==> src/rtl/icache_direct_pkg.sv <==
// Shared constants for the direct-mapped instruction cache: word width,
// default geometry and the refill FSM encoding.
package icache_direct_pkg;

   localparam int unsigned WORD_W            = 32;
   localparam int unsigned ICACHE_INDEX_BITS = 6;

   typedef enum logic [1:0] {
      IDLE        = 2'd0,
      MISS        = 2'd1,
      REFILL_DONE = 2'd2
   } icache_state_t;

endpackage

==> src/rtl/icache_direct.sv <==
// Direct-mapped instruction cache, one word per line, zero-cycle hit path and
// a single outstanding refill request to the memory controller.
module icache_direct
   import icache_direct_pkg::*;
#(
   parameter int unsigned INDEX_BITS = ICACHE_INDEX_BITS
) (
   input  logic        clk,
   input  logic        rst,
   input  logic        rdy,
   input  logic        fetch_valid,
   input  logic [31:0] fetch_pc,
   input  logic        flush,
   output logic        inst_valid,
   output logic [31:0] inst,
   output logic        mem_req,
   output logic [31:0] mem_addr,
   input  logic        mem_done,
   input  logic [31:0] mem_data
);

   localparam int unsigned LINES    = 1 << INDEX_BITS;
   localparam int unsigned TAG_BITS = WORD_W - INDEX_BITS - 2;

   logic [LINES-1:0]    valid_q;
   logic [TAG_BITS-1:0] tag_arr  [LINES];
   logic [WORD_W-1:0]   data_arr [LINES];

   icache_state_t state_q, state_d;

   logic                  pend_q;
   logic [WORD_W-1:0]     pend_data_q;
   logic [INDEX_BITS-1:0] index, fill_index;
   logic [TAG_BITS-1:0]   tag, fill_tag;
   logic                  hit, done_eff, start_miss, fill_we;
   logic [WORD_W-1:0]     fill_data;
   logic                  pc_byte_unused;

   assign index          = fetch_pc[INDEX_BITS+1:2];
   assign tag            = fetch_pc[31:INDEX_BITS+2];
   assign fill_index     = mem_addr[INDEX_BITS+1:2];
   assign fill_tag       = mem_addr[31:INDEX_BITS+2];
   assign pc_byte_unused = ^fetch_pc[1:0];

   assign hit = fetch_valid & valid_q[index] & (tag_arr[index] == tag);

   // A mem_done seen while stalled is replayed from the pending flag/data.
   assign done_eff  = mem_done | pend_q;
   assign fill_data = pend_q ? pend_data_q : mem_data;

   always_ff @(posedge clk) begin
      if (rst) begin
         state_q <= IDLE;
      end else if (rdy) begin
         state_q <= state_d;
      end
   end

   always_comb begin
      state_d = state_q;
      case (state_q)
         IDLE:        if (fetch_valid && !hit && !flush) state_d = MISS;
         MISS:        if (done_eff) state_d = REFILL_DONE;
         REFILL_DONE: state_d = IDLE;
         default:     state_d = IDLE;
      endcase
   end

   always_comb begin
      inst_valid = hit & ~flush & (state_q == IDLE);
      inst       = data_arr[index];
      start_miss = (state_q == IDLE) & fetch_valid & ~hit & ~flush;
      fill_we    = (state_q == MISS) & done_eff;
   end

   always_ff @(posedge clk) begin
      if (rst) begin
         mem_req     <= 1'b0;
         mem_addr    <= '0;
         pend_q      <= 1'b0;
         pend_data_q <= '0;
         valid_q     <= '0;
      end else if (rdy) begin
         pend_q <= 1'b0;
         if (start_miss) begin
            mem_req  <= 1'b1;
            mem_addr <= {fetch_pc[31:2], 2'b00};
         end
         if (fill_we) begin
            mem_req             <= 1'b0;
            valid_q[fill_index] <= 1'b1;
         end
      end else if (mem_done && state_q == MISS) begin
         pend_q      <= 1'b1;
         pend_data_q <= mem_data;
      end
   end

   always_ff @(posedge clk) begin
      if (!rst && rdy && fill_we) begin
         tag_arr[fill_index]  <= fill_tag;
         data_arr[fill_index] <= fill_data;
      end
   end

endmodule

==> config.mk <==
export PLATFORM = sky130hd
export DESIGN_NAME = icache_direct
export DESIGN_NICKNAME = d
export VERILOG_FILES = /design/src/rtl/icache_direct_pkg.sv /design/src/rtl/icache_direct.sv
export SDC_FILE = /design/constraint.sdc
export NUM_CORES = 2
export LEC_CHECK = 0
export ABC_AREA = 1
export CORE_MARGIN = 3
export CORE_UTILIZATION = 35
export DETAILED_ROUTE_END_ITERATION = 7
export GPL_TIMING_DRIVEN = 0
export PLACE_DENSITY = 0.54
export SLEW_MARGIN = 10
export SYNTH_ARGS = -nofsm -noshare
export SYNTH_HDL_FRONTEND = slang
export SYNTH_SLANG_ARGS = --single-unit
==> constraint.sdc <==
create_clock -name clk -period 5.8 [get_ports clk]
set_input_delay 0.87 -clock clk [delete_from_list [all_inputs] [get_ports clk]]
set_output_delay 0.87 -clock clk [all_outputs]
set_load 0.03 [all_outputs]
==> flow_metrics.env <==
export IMPL_synth_cells=11800
export IMPL_grt_usage_pct=29.8
export IMPL_grt_pass1_vias=99400
export IMPL_critPathTopFamily="buffers and inverters"
export IMPL_worstPathArrival_ps=5140
export IMPL_clk_pin_slew_ps=60
export IMPL_grt_max_degree=67
export IMPL_drive_gt1_share_pct=13.4
export IMPL_status="finished with violations"
export IMPL_die_w_um=654
export IMPL_power_frac_seq_pct=50.9
export IMPL_cts_buffer_depth=4
export IMPL_postLayoutCellArea_mm2=0.177
export IMPL_crit_required_ps=4930
export IMPL_ant_nets=0
export IMPL_cts_htree_levels=5
export IMPL_synth_avg_cell_area_um2=12.4
export IMPL_ys_warnings_count=0
export IMPL_wire_per_inst_um=35.5
export IMPL_synthDistinctLibCells=29
export IMPL_numCtsBuffers=384
export IMPL_vdd_drop_max_mv=0.228
export IMPL_fin_skew_ps=83.8
export IMPL_violations="capacitance limit, slew limit, setup timing"
export IMPL_r2r_slack_ps=-120
export IMPL_portBuffers=127
export IMPL_start_kind="input pin"
export IMPL_r2r_end="tag_arr[61][13]$_DFFE_PP_"
export IMPL_setup_violations=232
export IMPL_synth_area_mm2=0.147
export IMPL_whs_endpoint="valid_q[11]$_SDFFE_PP0P_"
export IMPL_p_sw_share_pct=25.0
export IMPL_pin_count=136
export IMPL_cp_end_kind="primary output"
export IMPL_drcViolationCount=0
export IMPL_dieArea_mm2=0.427
export IMPL_place_ws_ps=-2430
export IMPL_synth_area_top_cells="edfxtp_1 (73%), nand3_1 (5.3%), nand2_1 (4.9%)"
export IMPL_clock_latency_ps=1030
export IMPL_clkPwrFrac_pct=41.4
export IMPL_syn2layout_area_growth_pct=20.6
export IMPL_start_util_pct=35.2
export IMPL_whs_path_depth=2
export IMPL_dp_hpwl_um=456000
export IMPL_place_congestion=0.976
export IMPL_rows=237
export IMPL_finalCriticalPeriod_ps=6010
export IMPL_hold_path_class="reg2reg"
export IMPL_layout_commonest_cell="edfxtp_1"
export IMPL_relSlewSlack_pct=-3.31
export IMPL_grt_overflow_total=0
export IMPL_dr_first_iter_drc_count=20500
export IMPL_cp_buffers_inverters=7
export IMPL_layout_common_cells="edfxtp_1 (3584), nand2_1 (1889), nand3_1 (1553)"
export IMPL_clockRootBuffer="clkbuf_16"
export IMPL_synth_top_area_cell="edfxtp_1"
export IMPL_clock_fmax_mhz=166
export IMPL_routed_wl_um=657000
export IMPL_cp_max_fo=10
export IMPL_power_leakage_nw=60.0
export IMPL_netlist_area_leader_share_pct=73.3
export IMPL_crit_path_max_incr_delay_ps=1050
export IMPL_comb_power_share_pct=7.8
export IMPL_nNetsFinal=12700
export IMPL_slowest_stage="buf_1"
export IMPL_tritoncts="yes"
export IMPL_crit_type="in2out"
export IMPL_worstMarginPinSlew_ps=1550
export IMPL_dr_pass1_iters=7
export IMPL_cts_sinks=3714
export IMPL_setup_ws_ps=-207
export IMPL_rr_startpoint="pend_q$_SDFFE_PP0P_"
export IMPL_final_max_slew_violation_count=22
export IMPL_ff2ff_path_depth=13
export IMPL_grt_antenna_before_repair=52
export IMPL_dieHeight_um=654
export IMPL_ctsHoldBuffers=0
export IMPL_post_route_period_util_pct=104
export IMPL_drv_cap=2
export IMPL_p_per_area_mw_per_mm2=328
export IMPL_vias=111000
export IMPL_min_from="valid_q[11]$_SDFFE_PP0P_"
export IMPL_ys_ff_latch=3714
export IMPL_place_area_mm2=0.163
export IMPL_yosysSeqAreaShare_pct=75.0
export IMPL_switchingPower_mw=14.5
export IMPL_hold_viol_final=0
export IMPL_via_per_inst=5.98
export IMPL_intPower_mw=43.6
export IMPL_grt_first_pass_wirelength_um=872000
export IMPL_cp_cell_sequence="clkbuf_1 > inv_1 > buf_2 > buf_1 > nand3_1 > nand3_1 > nand3_2 > nand3_1 > nand2_1 > inv_1 > nand2_1 > nor2_1 > nand2_1 > nor2_1 > nand2_2 > buf_6 > nor2_1 > dlygate4sd2_1"
export IMPL_rsz0062_at_grt="true"
export IMPL_core_area_mm2=0.417
==> logic make-up after synthesis <==
kind of cell	Yosys count	synth area share (%)
AND/OR/NAND/NOR	5088	14.4
flip-flops	3714	75.0
AO/OA/AOI/OAI	2109	7.82
buffers and inverters	901	2.75
other	1	0.00255
==> sequential cells by signal, indices dropped and copies added, names as in the netlist <==
signal       cells
data_arr      2048
tag_arr       1536
valid_q         64
pend_data_q     32
mem_addr        30
state_q          2
mem_req          1
pend_q           1
==> worst max path at each step <==
stage | from | end | slack [ps] | depth (start not counted)
finish | fetch_pc[5] | inst_valid | -210 | 18
CTS | fetch_pc[7] | inst_valid | 0.7 | 15
detailed placement | fetch_pc[3] | inst[6] | -2430 | 14
global placement | rdy | data_arr[57][28]$_DFFE_PP_ | -7860 | 10
global route | fetch_pc[7] | inst_valid | -180 | 15
floorplan | mem_done | data_arr[24][0]$_DFFE_PP_ | 1030 | 9
==> power by group through the flow <==
stage	Combinational, mW	Sequential (mW)	Clock (mW)
6_report	4.51	29.6	24.0
5_1_grt	4.59	29.5	25.0
4_1_cts	4.31	29.6	24.0
3_5_place_dp	4.16	30.1	0
3_3_place_gp	3.94	30.3	0
2_1_floorplan	1.87	30.1	0
==> layer usage <==
metal	part of all wire [%]	vias to the layer above	global-route usage, %
met3	15	1629	8.84
met5	0.0090	-	0
met2	42	8822	43.2
met4	6.2	10	15.1
li1	-	44900	-
met1	37	55400	40.5
==> cells in the mapped netlist, drive strengths merged <==
| cell | number |
|---|---|
| conb | 1 |
| o32ai | 27 |
| buf | 401 |
| clkbuf | 448 |
| o221ai | 5 |
| dfxtp | 130 |
| a21boi | 1 |
| o31ai | 2 |
| edfxtp | 3584 |
| nand4 | 4 |
| or2 | 1 |
| inv | 52 |
| o21ai | 1424 |
| nor2 | 1588 |
| nor3 | 2 |
| nand3 | 1571 |
| nand2 | 1922 |
| o22ai | 645 |
| a21oi | 5 |
==> per-stage QoR <==
stage / total power [mW] / TNS, ps / cells / hold slack [ps] / util [%]
after floorplan: 32.0 / 0 / 11800 / 428 / -
after global placement: 34.2 / - / 17400 / 438 / 37.2
after detailed placement: 34.3 / -119410 / 17800 / 445 / 39.2
after CTS: 57.8 / 0 / 18500 / 437 / 42.4
after global routing: 59.1 / -177 / 18500 / 479 / 42.4
final: 58.1 / -14370 / 18500 / 459 / 42.4
==> area by class of cell <==
class,instances,area [um2]
diodes,18,45.0
repair buffers,471,8950
clock inverters,226,1650
multi-input cells,7199,34500
fillers,38100,240000
plain buffers,848,4410
clock buffers,478,10200
well taps,5497,6880
flip-flops and latches,3714,110000
inverters,52,201
==> worst register-to-register path, cell delays in order, from the launching register on <==
cell and delay, ps:
dfxtp_1 300, clkbuf_1 730, o31ai_1 230, nor2_1 130, inv_1 80, nor2_1 820
inv_1 550, nor2_1 380, nand3_1 350, clkbuf_1 590, nor2_4 700, buf_16 240
buf_12 200, buf_12 270
==> what timing repair did <==
action / CTS / global route
endpoints found under the setup margin: 33 / 69
resized for setup: 512 / 68
pin swaps: 21 / 7
setup buffers: 1 / 6
Power figures use the tool's default switching activity.
